--- src/rtl/types_amba_pkg.sv ---
// System-bus geometry shared by the AMBA front-ends and bridges.
package types_amba_pkg;

    localparam int CFG_SYSBUS_ADDR_BITS  = 48;
    localparam int CFG_SYSBUS_DATA_BITS  = 64;
    localparam int CFG_SYSBUS_DATA_BYTES = CFG_SYSBUS_DATA_BITS / 8;

endpackage

--- src/rtl/axi2apb_bridge_pkg.sv ---
// Types and reset value for the AXI-request to APB bridge register set.
package axi2apb_bridge_pkg;

    import types_amba_pkg::*;

    // Sized for the largest supported timeout; the count saturates at
    // timeout_cycles, so only the low $clog2(timeout_cycles+1) bits ever toggle
    // and synthesis trims the rest. A fixed width also keeps timeout_cycles=0
    // legal (it would otherwise need a zero-width counter).
    localparam int TMO_CNT_BITS = 32;

    // One-hot bridge states.
    typedef enum logic [3:0] {
        ST_IDLE   = 4'b0001,
        ST_SETUP  = 4'b0010,
        ST_ACCESS = 4'b0100,
        ST_RESP   = 4'b1000
    } axi2apb_state_t;

    // Full register set; also serves as the debug view of the FSM.
    typedef struct packed {
        axi2apb_state_t                     state;
        logic                               half_cnt;    // 0 = low word, 1 = high word
        logic                               two_halves;  // both words go out on APB
        logic                               skip_lo;
        logic                               skip_hi;
        logic [CFG_SYSBUS_ADDR_BITS-1:0]    addr;
        logic                               write;
        logic [CFG_SYSBUS_DATA_BITS-1:0]    wdata;
        logic [CFG_SYSBUS_DATA_BYTES-1:0]   wstrb;
        logic [7:0]                         bytes;
        logic [31:0]                        rdata_lo;
        logic [31:0]                        rdata_hi;
        logic                               err_acc;
        logic [TMO_CNT_BITS-1:0]            tmo_cnt;
        logic                               psel;
        logic                               penable;
    } axi2apb_bridge_registers;

    localparam axi2apb_bridge_registers axi2apb_bridge_r_reset = '{
        state:      ST_IDLE,
        half_cnt:   1'b0,
        two_halves: 1'b0,
        skip_lo:    1'b0,
        skip_hi:    1'b0,
        addr:       '0,
        write:      1'b0,
        wdata:      '0,
        wstrb:      '0,
        bytes:      '0,
        rdata_lo:   '0,
        rdata_hi:   '0,
        err_acc:    1'b0,
        tmo_cnt:    '0,
        psel:       1'b0,
        penable:    1'b0
    };

endpackage

--- src/rtl/axi2apb_bridge.sv ---
// Splits one 64-bit system-bus request into one or two 32-bit APB transfers
// and returns a single response (replicated or concatenated read data + error).
//
// Handshakes: a request is taken on a cycle where i_req_valid and o_req_ready
// are both high; a response is retired on a cycle where o_resp_valid and
// i_resp_ready are both high. o_resp_valid and its payload stay stable until
// retired, and o_req_ready is low from acceptance until the response retires.
module axi2apb_bridge
    import types_amba_pkg::*, axi2apb_bridge_pkg::*;
#(
    parameter int abits          = 32,
    parameter int timeout_cycles = 1023
) (
    input  logic                              i_clk,
    input  logic                              i_rst,
    input  logic                              i_req_valid,
    output logic                              o_req_ready,
    input  logic [CFG_SYSBUS_ADDR_BITS-1:0]   i_req_addr,
    input  logic                              i_req_write,
    input  logic [CFG_SYSBUS_DATA_BITS-1:0]   i_req_wdata,
    input  logic [CFG_SYSBUS_DATA_BYTES-1:0]  i_req_wstrb,
    input  logic [7:0]                        i_req_bytes,
    input  logic                              i_req_last,
    output logic                              o_resp_valid,
    input  logic                              i_resp_ready,
    output logic [63:0]                       o_resp_rdata,
    output logic                              o_resp_err,
    output logic                              o_psel,
    output logic                              o_penable,
    output logic                              o_pwrite,
    output logic [abits-1:0]                  o_paddr,
    output logic [31:0]                       o_pwdata,
    output logic [3:0]                        o_pstrb,
    output logic [2:0]                        o_pprot,
    input  logic                              i_pready,
    input  logic                              i_pslverr,
    input  logic [31:0]                       i_prdata
);

    localparam bit                      TMO_EN    = (timeout_cycles != 0);
    localparam logic [TMO_CNT_BITS-1:0] TMO_LIMIT = TMO_CNT_BITS'(timeout_cycles);

    axi2apb_bridge_registers r;
    axi2apb_bridge_registers v;

    logic lane_hi;
    logic lo_used;
    logic hi_used;
    logic lo_skip;
    logic hi_skip;

    // Next-state and register update for the whole bridge.
    always_comb begin
        v       = r;
        lane_hi = i_req_addr[2];
        lo_used = (i_req_bytes == 8'd8) || !lane_hi;
        hi_used = (i_req_bytes == 8'd8) || lane_hi;
        // A write half with no strobes has nothing to do on the bus.
        lo_skip = !lo_used || (i_req_write && (i_req_wstrb[3:0] == 4'h0));
        hi_skip = !hi_used || (i_req_write && (i_req_wstrb[7:4] == 4'h0));

        case (r.state)
            ST_IDLE: begin
                if (i_req_valid) begin
                    v.addr       = i_req_addr;
                    v.write      = i_req_write;
                    v.wdata      = i_req_wdata;
                    v.wstrb      = i_req_wstrb;
                    v.bytes      = i_req_bytes;
                    v.rdata_lo   = '0;
                    v.rdata_hi   = '0;
                    v.err_acc    = 1'b0;
                    v.tmo_cnt    = '0;
                    v.skip_lo    = lo_skip;
                    v.skip_hi    = hi_skip;
                    v.two_halves = !lo_skip && !hi_skip;
                    v.half_cnt   = lo_skip;
                    if (lo_skip && hi_skip) begin
                        v.state = ST_RESP;
                    end else begin
                        v.state   = ST_SETUP;
                        v.psel    = 1'b1;
                        v.penable = 1'b0;
                    end
                end
            end
            ST_SETUP: begin
                v.state   = ST_ACCESS;
                v.penable = 1'b1;
                v.tmo_cnt = '0;
            end
            ST_ACCESS: begin
                if (i_pready) begin
                    if (r.half_cnt) begin
                        v.rdata_hi = i_prdata;
                    end else begin
                        v.rdata_lo = i_prdata;
                    end
                    v.err_acc = r.err_acc | i_pslverr;
                    if (!r.half_cnt && r.two_halves) begin
                        v.half_cnt = 1'b1;
                        v.state    = ST_SETUP;
                        v.penable  = 1'b0;
                    end else begin
                        v.state   = ST_RESP;
                        v.psel    = 1'b0;
                        v.penable = 1'b0;
                    end
                end else if (TMO_EN && ((r.tmo_cnt + TMO_CNT_BITS'(1)) == TMO_LIMIT)) begin
                    // Peripheral never answered: abandon this and any pending half.
                    v.err_acc = 1'b1;
                    v.state   = ST_RESP;
                    v.psel    = 1'b0;
                    v.penable = 1'b0;
                end else if (TMO_EN && (r.tmo_cnt != TMO_LIMIT)) begin
                    v.tmo_cnt = r.tmo_cnt + TMO_CNT_BITS'(1);
                end
            end
            ST_RESP: begin
                if (i_resp_ready) begin
                    v.state = ST_IDLE;
                end
            end
            default: begin
                v = axi2apb_bridge_r_reset;
            end
        endcase
    end

    // State register with asynchronous reset.
    always_ff @(posedge i_clk or posedge i_rst) begin
        if (i_rst) begin
            r <= axi2apb_bridge_r_reset;
        end else begin
            r <= v;
        end
    end

    assign o_req_ready  = (r.state == ST_IDLE);
    assign o_resp_valid = (r.state == ST_RESP);
    assign o_resp_err   = o_resp_valid & r.err_acc;
    assign o_resp_rdata = !o_resp_valid        ? 64'h0 :
                          (r.bytes == 8'd8)    ? {r.rdata_hi, r.rdata_lo} :
                          r.addr[2]            ? {r.rdata_hi, r.rdata_hi} :
                                                 {r.rdata_lo, r.rdata_lo};

    assign o_psel    = r.psel;
    assign o_penable = r.penable;
    assign o_pwrite  = r.write;
    assign o_paddr   = {r.addr[abits-1:3], r.half_cnt, 2'b00};
    assign o_pwdata  = r.half_cnt ? r.wdata[63:32] : r.wdata[31:0];
    assign o_pstrb   = !r.write ? 4'h0 : (r.half_cnt ? r.wstrb[7:4] : r.wstrb[3:0]);
    assign o_pprot   = 3'b000;

    // Bits carried in the register set or port list that the datapath never reads.
    logic unused_bits;
    assign unused_bits = ^{i_req_last, r.addr[CFG_SYSBUS_ADDR_BITS-1:abits],
                           r.addr[1:0], r.skip_lo, r.skip_hi};

endmodule
--- config.mk ---
export PLATFORM = sky130hd
export DESIGN_NAME = axi2apb_bridge
export DESIGN_NICKNAME = d
export VERILOG_FILES = /design/src/rtl/types_amba_pkg.sv /design/src/rtl/axi2apb_bridge_pkg.sv /design/src/rtl/axi2apb_bridge.sv
export SDC_FILE = /design/constraint.sdc
export NUM_CORES = 1
export LEC_CHECK = 0
export BUFFER_PORTS_ARGS = -buffer_cell sky130_fd_sc_hd__buf_2
export CORE_UTILIZATION = 41
export CTS_CLUSTER_DIAMETER = 120
export DETAILED_ROUTE_END_ITERATION = 16
export PLACE_DENSITY = 0.72
export SETUP_SLACK_MARGIN = 0.05
export SLEW_MARGIN = 10
export SYNTH_ARGS = -nofsm -noshare
export SYNTH_HDL_FRONTEND = slang
export SYNTH_SLANG_ARGS = --single-unit
--- constraint.sdc ---
create_clock -name i_clk -period 8.5 [get_ports i_clk]
set_clock_uncertainty 0.1 [all_clocks]
set_input_delay 2.55 -clock i_clk [delete_from_list [all_inputs] [get_ports i_clk]]
set_output_delay 2.55 -clock i_clk [all_outputs]
set_load 0.05 [all_outputs]
[Yosys cells after proc, flatten, opt, wreduce, memory -nomap -nowiden]
Index checks and enable logic that the tools add are counted.
Cells by class
  mux-type cells: 33
  $add $sub $neg: 1
  equality and inequality tests: 20
  bitwise operators: 5
  reduce and logical (&&, ||, !) cells: 28
Operator list (number)
  $pmux 132 s2: 1
  $mux 64: 4
  $mux 236: 1
  $pmux 65 s3: 1
  $mux 32: 6
  $pmux 32 s3: 1
  $add 32x1->32 const B: 1
  $eq 32x10->1 const B: 1
  $ne 32x10->1 const B: 1
  $mux 4: 7
  $ne 2x2->1 const B: 9
  $eq 8x4->1 const B: 2
  $pmux 4 s4: 1
  $reduce_and 4->1: 4
  $reduce_and 5->1: 2
  $logic_not 4->1: 2
  $logic_not 1->1: 6
  $mux 2: 3
  $ne 3x3->1 const B: 2
  $pmux 1 s3: 2
  $reduce_and 3->1: 2
  $logic_and 1x1->1: 5
  $mux 1: 5
  $eq 4x1->1 const B: 1
  12 further kinds: 17
Word-level totals
  output and inout port bits: 141
  register bits after elaboration: 218
  logic and storage cells: 101
  input port bits: 168

[Longest topological paths before layout]
  depth after elaboration: 8
  depth in mapped cells: 12
  depth with buffers taken out: 9

[Worst setup path before layout]
OpenSTA, ideal clock, no wires.
  kind: register to output
  start: reg r[234] (netlist name)
  end: out o_resp_rdata[13]
  cell stages (with the launch flop): 6
  required time: 5850 ps
  buffers on the path: 3
  setup slack: 3500 ps
  data arrival time: 2350 ps
  cells stage by stage: dfrtp_1 or4b_2 clkbuf_1 clkbuf_1 clkbuf_1 a21oi_1
On the way
  cells in the longest elaborated chain, start to end: 2
RTL lines
  start: declaration: RTL line axi2apb_bridge.sv:43  | axi2apb_bridge_registers r;
  start signal: assignment: RTL line axi2apb_bridge.sv:133  | r <= axi2apb_bridge_r_reset;
  start signal: assignment: RTL line axi2apb_bridge.sv:135  | r <= v;
  $eq 4x4->1: RTL line axi2apb_bridge.sv:140  | assign o_resp_valid = (r.state == ST_RESP);
  $mux 64: RTL line axi2apb_bridge.sv:142  | assign o_resp_rdata = !o_resp_valid ? 64'h0 :
  end: declaration: RTL line axi2apb_bridge.sv:26  | output logic [63:0] o_resp_rdata,
No other way between the ends.

[Worst setup path after layout]
  start: reg r[100] (netlist name)
  end: out o_resp_rdata[31]
On the way
  cells in the longest elaborated chain, start to end: 3
RTL lines
  $eq 8x4->1: RTL line axi2apb_bridge.sv:143  | (r.bytes == 8'd8) ? {r.rdata_hi, r.rdata_lo} :
  $mux 64: RTL line axi2apb_bridge.sv:143
  $mux 64: RTL line axi2apb_bridge.sv:142
No other way between the ends.

==> flow_summary.yaml <==
logic_synthesis:
  yosys_register_bits: 216
  yosysUniqueCellTypes: 69
  yosys-top-cells-area: "dfrtp_1, nand2_1, o21ai_0, mux2_2, a21oi_1"
  ys.flop_type: "dfrtp_1"
  async_flop_share: 1.000
  synth_area_um2: 11680
  synth_area_leader_cell: "dfrtp_1"
  yosysTopAreaCellShare: 0.4607
  synth_edf_count: 0
  synth-seq-area-share: 0.4629
  syn_avg_cell_area_um2: 7.994
  syn_inst: 1461
  ys_warn_count: 0
cts:
  ctsHoldBuffers: 0
  cts_num_sinks: 216
  cts_max_level: 1
  cts_tree: "done"
  cts_buffer_depth: 3
  ctsResizeCount: 0
  post_cts_buffers: 0
  root_buffer: "clkbuf_16"
  insertion_delay_ns: 0.54
  clk_pin_slew_ns: 0.06
  cts_made_buffers: 25
detailed_routing:
  drc: 0
  viasPerCell: 5.337
  postRouteAntennaNets: 0
  drt_wl_total_mm: 32.85
  wl_per_cell_um: 16.17
  drtIter0Drc: 950
  drtPass1Iterations: 5
  vias: 10840
layout:
  final_common_cell: "nand2_1"
  fin_util: 0.4941
  area_growth_pct: 18.18
  final_nets: 1808
  diodes: 0
  mostFrequentLayoutCells: "nand2_1, buf_2, dfrtp_1, o21ai_0, a21oi_1"
  drive_above_1_share: 0.2438
worst_setup_path:
  path_class: "reg2out"
  crit_top_cell: "nand2_1"
  critical_path.cell_chain: "nor4b_1 > nand2_1 > nand2_1 > buf_4 > nand2_1 > a21oi_1 > buf_2"
  crit_required_ns: 5.85
  crit_arrival_ns: 2.74
  critPathMaxFanout: 32
  slowest_stage: "nor4b_1"
  cp-end-kind: "primary output"
  startpoint_type: "register"
  slowest_delay_ns: 0.46
  r2r_setup_slack_ns: 4.79
die:
  initial_utilization: 0.4181
  row_count: 61
  boundaryPins: 309
  die_y_um: 170.8
  die-width_um: 170.8
  dieArea_um2: 29160
  core-area_um2: 27930
sta:
  rsz0062_at_grt: "no"
  finalCritPeriodShare: 0.6342
  worstMarginPinSlew_ns: 1.169
  finalHoldViolCount: 0
  tns_ns: 0
  setup_violations: 0
  fmax_mhz: 185.5
  finalCriticalPeriod_ns: 5.391
  slew_headroom: 0.2179
  drv_slew: 0
flow_run:
  timing.max_cap.violations: 0
run_status:
  outcome: "finished clean"
power:
  power_density_nw_per_um2: 307.9
  ir_worst_vdd_mv: 0.2706
  p_leak_nw: 6.382
place:
  hpwl_mm: 21.24
  gp_congestion: 0.9230
  port_buffers: 284
worst_hold_path:
  hold_path.class: "reg2reg"
global_route:
  grt_pass1_wl_mm: 52.27
  grt_overflow: 0
  antenna_found_initial: 3
  grt_start_max_net_pins: 117
  grt_pass1_vias: 10279
  grtUsageTotal: 0.2218
==> worst max-delay path, delay by kind of cell, from the launching register on <==
kind                   cells  cell delay (ns)
and+or+nand+nor            4             0.87
buffers and inverters      2             0.72
DFF                        1             0.37
AOI/OAI and AO/OA          1             0.20
==> through the flow <==
| stage | power [mW] | hold WS, ns | area, um2 | cells | setup WS (ns) |
|---|---|---|---|---|---|
| 2_1_floorplan | 2.852 | 0.3418 | 11700 | 1465 | 3.039 |
| 3_3_place_gp | 3.195 | 0.3562 | 13010 | 1989 | 3.561 |
| 3_5_place_dp | 3.244 | 0.3664 | 13010 | 1989 | 3.490 |
| 4_1_cts | 4.293 | 0.3795 | 13800 | 2031 | 3.084 |
| 5_1_grt | 4.515 | 0.3948 | 13800 | 2031 | 2.886 |
| 6_report | 4.250 | 0.3698 | 13800 | 2031 | 3.109 |
==> final cells by class <==
| cell class | count | area [um2] |
|---|---|---|
| fill | 2712 | 14130 |
| tap | 378 | 473.0 |
| clock buffer | 35 | 733.2 |
| clock inverter | 7 | 55.05 |
| multi-input combinational | 1088 | 5548 |
| inverter | 7 | 31.28 |
| timing repair buffer | 300 | 1554 |
| sequential | 216 | 5408 |
==> synth_stat cells (6+ instances only) <==
library cell,n
and4_1,9
mux2i_1,10
nand4_1,15
inv_1,6
nand3_1,30
o21ai_0,190
a21oi_1,74
o211ai_1,8
a31oi_1,8
a211o_1,9
and3_1,6
mux2_2,33
buf_1,6
buf_2,22
nand2_1,514
clkbuf_1,87
buf_4,37
or2_2,6
nor4_1,18
dfrtp_1,215
and2_1,9
nor3_1,24
xnor2_1,7
nor2_1,40
==> state kept, by name (all words and copies together) (netlist names) <==
register / count
o_psel: 1
o_penable: 1
o_paddr: 30
o_pwrite: 1
r: 183
==> final timing paths <==
kind,start,endpoint,cells past startpoint
setup / recovery,r[100],o_resp_rdata[31],7
hold / removal,r[145],r[145],2
setup reg to reg,r[3],r[6],10
hold reg to reg,r[145],r[145],2
max in group asynchronous,i_rst,r[155],3
min in group asynchronous,i_rst,o_paddr[13],2
==> routing by layer <==
metal / global-route usage / part of all wire / wire, um
met5: 0 / 0.00082 / 27
met4: 0.07051 / 0.025 / 829
met3: 0.05852 / 0.086 / 2814
met2: 0.3640 / 0.46 / 15150
met1: 0.2841 / 0.43 / 14020
==> kinds of logic after synthesis <==
logic type / Yosys count / synth area share
simple gates: 703 / 0.2648
fa+ha+maj: 2 / 0.002142
xor+xnor: 12 / 0.008999
other cells: 1 / 0.0003211
compound gates: 323 / 0.1536
flops: 216 / 0.4629
mux: 43 / 0.04039
buf+inv: 161 / 0.06674
==> power breakdown <==
group / total, mW / switching (mW) / internal (mW)
sequential: 1.39 / 0.126 / 1.26
clock: 1.04 / 0.439 / 0.600
combinational: 1.83 / 1.40 / 0.424
total: 4.25 / 1.97 / 2.28
Note: power is estimated with default switching activity, not from simulation.
